**src/rtl/fetch_sequencer_pkg.sv**
```systemverilog
// Shared defaults and BTB encodings for the fetch sequencer.
// Optional FETCH_SEQ_STATS_EN adds branch/mispredict statistics counters to the top.
package fetch_sequencer_pkg;

    localparam int WORD_SIZE_DEF    = 16;
    localparam int BTB_IDX_BITS_DEF = 4;
    localparam int RESET_PC_DEF     = 0;

    localparam logic [1:0] CTR_SNT = 2'b00;
    localparam logic [1:0] CTR_WNT = 2'b01;
    localparam logic [1:0] CTR_WT  = 2'b10;
    localparam logic [1:0] CTR_ST  = 2'b11;

    // What a resolved branch does to its BTB entry.
    typedef enum logic [1:0] {
        UPD_NONE  = 2'd0,
        UPD_TRAIN = 2'd1,
        UPD_ALLOC = 2'd2
    } upd_kind_e;

endpackage

```
**src/rtl/fetch_sequencer_btb.sv**
```systemverilog
// Direct-mapped branch target buffer: async-read lookup, synchronous update with
// 2-bit saturating counters. Valid bits and counters reset; tags/targets do not.
module fetch_sequencer_btb
    import fetch_sequencer_pkg::*;
#(
    parameter int WORD_SIZE = WORD_SIZE_DEF,
    parameter int IDX_BITS  = BTB_IDX_BITS_DEF
) (
    input  logic                 clk,
    input  logic                 reset_n,
    input  logic [WORD_SIZE-1:0] lookup_pc,
    output logic                 lookup_hit,
    output logic [1:0]           lookup_ctr,
    output logic [WORD_SIZE-1:0] lookup_target,
    input  logic                 upd_en,
    input  logic                 upd_is_jump,
    input  logic                 upd_taken,
    input  logic [WORD_SIZE-1:0] upd_pc,
    input  logic [WORD_SIZE-1:0] upd_target
);

    localparam int ENTRIES = 1 << IDX_BITS;
    localparam int TAG_W   = WORD_SIZE - IDX_BITS;

    logic                 valid   [ENTRIES];
    logic [1:0]           ctrs    [ENTRIES];
    logic [TAG_W-1:0]     tags    [ENTRIES];
    logic [WORD_SIZE-1:0] targets [ENTRIES];

    logic [IDX_BITS-1:0]  l_idx;
    logic [TAG_W-1:0]     l_tag;
    logic [IDX_BITS-1:0]  u_idx;
    logic [TAG_W-1:0]     u_tag;
    logic                 u_hit;
    upd_kind_e            upd_kind;
    logic [1:0]           ctr_new;
    logic                 write_target;

    function automatic logic [1:0] ctr_sat_inc(input logic [1:0] c);
        return (c == CTR_ST) ? CTR_ST : c + 2'd1;
    endfunction

    function automatic logic [1:0] ctr_sat_dec(input logic [1:0] c);
        return (c == CTR_SNT) ? CTR_SNT : c - 2'd1;
    endfunction

    // Lookup port: reads pre-update contents, so a same-cycle write shows up next cycle.
    assign l_idx         = lookup_pc[IDX_BITS-1:0];
    assign l_tag         = lookup_pc[WORD_SIZE-1:IDX_BITS];
    assign lookup_hit    = valid[l_idx] && (tags[l_idx] == l_tag);
    assign lookup_ctr    = ctrs[l_idx];
    assign lookup_target = targets[l_idx];

    assign u_idx = upd_pc[IDX_BITS-1:0];
    assign u_tag = upd_pc[WORD_SIZE-1:IDX_BITS];
    assign u_hit = valid[u_idx] && (tags[u_idx] == u_tag);

    always_comb begin
        upd_kind = UPD_NONE;
        if (upd_en) begin
            if (u_hit) begin
                upd_kind = UPD_TRAIN;
            end else if (upd_taken) begin
                upd_kind = UPD_ALLOC;
            end
        end
    end

    always_comb begin
        ctr_new      = ctrs[u_idx];
        write_target = 1'b0;
        case (upd_kind)
            UPD_TRAIN: begin
                if (upd_is_jump) begin
                    ctr_new      = CTR_ST;
                    write_target = 1'b1;
                end else if (upd_taken) begin
                    ctr_new      = ctr_sat_inc(ctrs[u_idx]);
                    write_target = 1'b1;
                end else begin
                    ctr_new      = ctr_sat_dec(ctrs[u_idx]);
                end
            end
            UPD_ALLOC: begin
                ctr_new      = upd_is_jump ? CTR_ST : CTR_WT;
                write_target = 1'b1;
            end
            default: begin
                ctr_new      = ctrs[u_idx];
                write_target = 1'b0;
            end
        endcase
    end

    always_ff @(posedge clk or negedge reset_n) begin
        if (!reset_n) begin
            for (int i = 0; i < ENTRIES; i++) begin
                valid[i] <= 1'b0;
                ctrs[i]  <= CTR_WNT;
            end
        end else if (upd_kind != UPD_NONE) begin
            ctrs[u_idx] <= ctr_new;
            if (upd_kind == UPD_ALLOC) begin
                valid[u_idx] <= 1'b1;
            end
        end
    end

    // Tag/target storage is gated by the valid bit, so it carries no reset.
    always_ff @(posedge clk) begin
        if (upd_kind == UPD_ALLOC) begin
            tags[u_idx] <= u_tag;
        end
        if (write_target) begin
            targets[u_idx] <= upd_target;
        end
    end

endmodule

```
**src/rtl/fetch_sequencer.sv**
```systemverilog
// Program counter, BTB-predicted next-PC selection and ID-stage misprediction redirect.
// Define FETCH_SEQ_STATS_EN to add saturating stat_branches / stat_mispredicts outputs.
module fetch_sequencer
    import fetch_sequencer_pkg::*;
#(
    parameter int                   WORD_SIZE    = WORD_SIZE_DEF,
    parameter int                   BTB_IDX_BITS = BTB_IDX_BITS_DEF,
    parameter logic [WORD_SIZE-1:0] RESET_PC     = WORD_SIZE'(RESET_PC_DEF)
) (
    input  logic                 clk,
    input  logic                 reset_n,
    input  logic                 stall,
    output logic [WORD_SIZE-1:0] if_pc,
    output logic                 if_pred_taken,
    output logic [WORD_SIZE-1:0] if_pred_target,
    output logic                 flush_if,
    input  logic                 id_valid,
    input  logic                 id_is_branch,
    input  logic                 id_is_jump,
    input  logic [WORD_SIZE-1:0] id_pc,
    input  logic                 id_taken,
    input  logic [WORD_SIZE-1:0] id_target,
    input  logic                 id_pred_taken,
    input  logic [WORD_SIZE-1:0] id_pred_target
`ifdef FETCH_SEQ_STATS_EN
    ,
    output logic [15:0]          stat_branches,
    output logic [15:0]          stat_mispredicts
`endif
);

    logic [WORD_SIZE-1:0] pc;
    logic [WORD_SIZE-1:0] pc_next;
    logic [WORD_SIZE-1:0] pc_inc;
    logic [WORD_SIZE-1:0] id_pc_inc;
    logic                 btb_hit;
    logic [1:0]           btb_ctr;
    logic [WORD_SIZE-1:0] btb_target;
    logic                 resolve;
    logic                 mispredict;

    fetch_sequencer_btb #(
        .WORD_SIZE (WORD_SIZE),
        .IDX_BITS  (BTB_IDX_BITS)
    ) u_btb (
        .clk           (clk),
        .reset_n       (reset_n),
        .lookup_pc     (pc),
        .lookup_hit    (btb_hit),
        .lookup_ctr    (btb_ctr),
        .lookup_target (btb_target),
        .upd_en        (resolve),
        .upd_is_jump   (id_is_jump),
        .upd_taken     (id_taken),
        .upd_pc        (id_pc),
        .upd_target    (id_target)
    );

    assign if_pc          = pc;
    assign if_pred_taken  = btb_hit && btb_ctr[1];
    assign if_pred_target = btb_hit ? btb_target : '0;

    // ID resolution is frozen while the hazard unit stalls; it re-resolves afterwards.
    assign resolve    = id_valid && !stall && (id_is_branch || id_is_jump);
    assign mispredict = resolve &&
                        ((id_taken != id_pred_taken) ||
                         (id_taken && (id_target != id_pred_target)));
    assign flush_if   = mispredict;

    assign pc_inc    = pc + WORD_SIZE'(1);
    assign id_pc_inc = id_pc + WORD_SIZE'(1);

    always_comb begin
        pc_next = pc_inc;
        if (mispredict) begin
            pc_next = id_taken ? id_target : id_pc_inc;
        end else if (stall) begin
            pc_next = pc;
        end else if (if_pred_taken) begin
            pc_next = if_pred_target;
        end
    end

    always_ff @(posedge clk or negedge reset_n) begin
        if (!reset_n) begin
            pc <= RESET_PC;
        end else begin
            pc <= pc_next;
        end
    end

`ifdef FETCH_SEQ_STATS_EN
    function automatic logic [15:0] stat_sat_inc(input logic [15:0] v);
        return (v == 16'hFFFF) ? v : v + 16'd1;
    endfunction

    always_ff @(posedge clk or negedge reset_n) begin
        if (!reset_n) begin
            stat_branches    <= 16'd0;
            stat_mispredicts <= 16'd0;
        end else begin
            if (resolve) begin
                stat_branches <= stat_sat_inc(stat_branches);
            end
            if (mispredict) begin
                stat_mispredicts <= stat_sat_inc(stat_mispredicts);
            end
        end
    end
`endif

endmodule
```
**config.mk**
```make
export PLATFORM = sky130hd
export DESIGN_NAME = fetch_sequencer
export DESIGN_NICKNAME = d
export VERILOG_FILES = /design/src/rtl/fetch_sequencer_pkg.sv /design/src/rtl/fetch_sequencer_btb.sv /design/src/rtl/fetch_sequencer.sv
export SDC_FILE = /design/constraint.sdc
export NUM_CORES = 1
export LEC_CHECK = 0
export BUFFER_PORTS_ARGS = -buffer_cell sky130_fd_sc_hd__buf_2
export CAP_MARGIN = 20
export CORE_MARGIN = 2
export CORE_UTILIZATION = 40
export CTS_CLUSTER_SIZE = 20
export DETAILED_ROUTE_END_ITERATION = 12
export GPL_TIMING_DRIVEN = 0
export PLACE_DENSITY_LB_ADDON = 0.3
export RECOVER_POWER = 25
export SLEW_MARGIN = 0
export SYNTH_ARGS = -nofsm -noshare
export SYNTH_HDL_FRONTEND = slang
export SYNTH_HIERARCHICAL = 1
export SYNTH_SLANG_ARGS = --single-unit
```
**constraint.sdc**
```tcl
create_clock -name clk -period 4.8 [get_ports clk]
set_input_delay 1.44 -clock clk [delete_from_list [all_inputs] [get_ports clk]]
set_output_delay 1.44 -clock clk [all_outputs]
set_load 0.005 [all_outputs]
```
==> flow_summary.toml <==
[floorplan]
die_h_um = 247
ios = 90
num_rows = 89
start_util = 0.402
fp.dieW_um = 247
die_area_sq_um = 61000
coreArea_sq_um = 58700

[hold_path]
min_to = "u_btb/valid[13]$_DFFE_PN0P_"
whs_path_depth = 1
min_path_type = "flop to flop"
hold_start = "u_btb/valid[13]$_DFFE_PN0P_"

[run_status]
status = "finished, violations left"
violations = "negative setup slack"

[power_and_ir_drop]
ir_drop_mv = 0.324
power_density_nw_per_um2 = 414
p_leak_uw = 0.00970

[cells_and_area]
layout_commonest_cell = "edfxtp_1"
syn2layout_area_growth_pct = 20.8
drive_gt1_frac = 0.411
final_cells = 2340
fin_nets = 1587
mostFrequentLayoutCells = "448 x edfxtp_1, 184 x mux4_2, 63 x buf_2, 53 x clkbuf_16, 52 x buf_4"
fin_area_sq_um = 28500
fill_cells = 4807

[timing]
fin_skew_ps = 14.2
timing.final.hold_violations = 0
worstMarginPinSlew_ps = 1090
maxSlewViolCount = 0
setup_slack_ps = -474
rsz0062_at_grt = "true"
final.min_clock_period_ps = 5270
fin_crit_sh = 1.10
fmax_mhz = 190
setup_viol = 18
slew_headroom = 0.274

[global_route]
first_global_vias = 14200
grt_pass1_wl_mm = 98.9
grt_max_degree = 65
antenna_found_initial = 3
grt_usage = 0.227
grt_overflow = 0

[critical_path]
timing.rr.start = "u_btb/tags[15][11]$_DFFE_PP_"
crit_fanout = 10
path_class = "flop to output port"
cp.required_ps = 3360
cp-start-kind = "flop"
worstReg2RegEnd = "u_btb/targets[2][3]$_DFFE_PP_"
worstPathArrival_ps = 3830
ff2ff_path_depth = 13
rrSetupSlack_ps = 800
end_kind = "output port"

[routing]
ant_nets = 0
vias = 14100
dr.first_iter.drc_count = 1520
drtPass1Iterations = 5
wl_per_cell_um = 29.4
vias_per_cell = 6.02
drc = 0
postRouteWirelength_mm = 68.9

[place]
dp_hpwl_mm = 47.1
io_buffers = 89
dp.cells = 2179
routabilityCongestion = 0.889
dpl_cell_area_sq_um = 25400

[cts]
cts_sinks = 512
h-tree-depth = 2
cts-root-buf = "clkbuf_16"
insertion_delay_ps = 610
cts_tree = "built"
path_clk_slew_ps = 60
holdBufCountCts = 0
clockBufferDepth = 3
numCtsBuffers = 51

[yosys]
synth_warnings = 6
avgSynthCellArea_sq_um = 18.2
synthesis.area_sq_um = 23600
syn_inst = 1298
synthesis.nets = 1359

[flow_run]
max_cap_violations = 0
==> worst max-delay path by stage <==
| stage | start | to | slack (ps) | depth (start not counted) |
|---|---|---|---|---|
| 4_1_cts | if_pc[0]$_DFFE_PN0P_ | if_pred_target[0] | -410 | 13 |
| 2_1_floorplan | id_pc[1] | u_btb/targets[1][0]$_DFFE_PP_ | -60 | 12 |
| 6_report | if_pc[0]$_DFFE_PN0P_ | if_pred_target[0] | -470 | 13 |
| 3_3_place_gp | if_pc[1]$_DFFE_PN0P_ | if_pred_taken | -3300 | 12 |
| 3_5_place_dp | id_pc[3] | u_btb/targets[10][7]$_DFFE_PP_ | -1910 | 13 |
| 5_1_grt | if_pc[0]$_DFFE_PN0P_ | if_pred_target[0] | -510 | 13 |
==> stage by stage <==
step | setup WS [ps] | power (uW) | util | TNS, ps | hold slack [ps]
finish | -474 | 11800 | 0.486 | -7430 | 494
global route | -509 | 12100 | 0.486 | -8290 | 505
CTS | -406 | 11800 | 0.480 | -6490 | 493
detailed placement | -1910 | 7700 | 0.433 | -693800 | 476
global placement | -3300 | 7660 | 0.428 | -893180 | 470
floorplan | -59.1 | 6700 | - | -8340 | 452
==> power breakdown <==
group	internal (uW)	leakage, uW	switching, uW	total (uW)
Clock	2160	0.000781	1730	3890
Sequential	4920	0.00481	163	5080
Combinational	1300	0.00411	1540	2840
==> registers in the layout, summed over array words and instances, names as in the netlist <==
register,cells
if_pc,16
u_btb/ctrs,32
u_btb/tags,192
u_btb/targets,256
u_btb/valid,16
==> worst max-delay path, cell delays in order, from the launching register on <==
cell,delay (ps)
dfrtp_2,370
buf_12,140
buf_12,140
buf_12,170
mux4_2,520
mux2i_2,220
mux2i_2,130
xnor2_1,250
nand4_1,200
a2111oi_2,370
buf_4,260
buf_6,160
and2_4,160
buf_6,90
==> routing by layer <==
| layer | track usage | wire length [um] |
|---|---|---|
| met1 | 0.302 | 27400 |
| met2 | 0.382 | 34300 |
| met3 | 0.0362 | 4940 |
| met4 | 0.0749 | 2220 |
| met5 | 0 | 23 |
==> what timing repair did <==
action / 4_1_cts / 5_1_grt
resized for setup: 159 / 43
setup endpoints to repair: 528 / 411
setup buffers: 42 / 23
pin swaps: 23 / 11
cloned: 1 / 2
==> area by class of cell <==
type	instances	area (sq um)	share of cell area
multi-input combinational	705	8550	0.300
clock buffer	63	1340	0.0470
sequential	512	15100	0.529
timing repair buffer	176	1590	0.0556
clock inverter	30	267	0.00934
antenna	1	2.50	0.0000877
buffer	70	704	0.0247
tap	773	967	0.0339
inverter	10	37.5	0.00132
No activity file was read; power rests on OpenSTA's default activity.
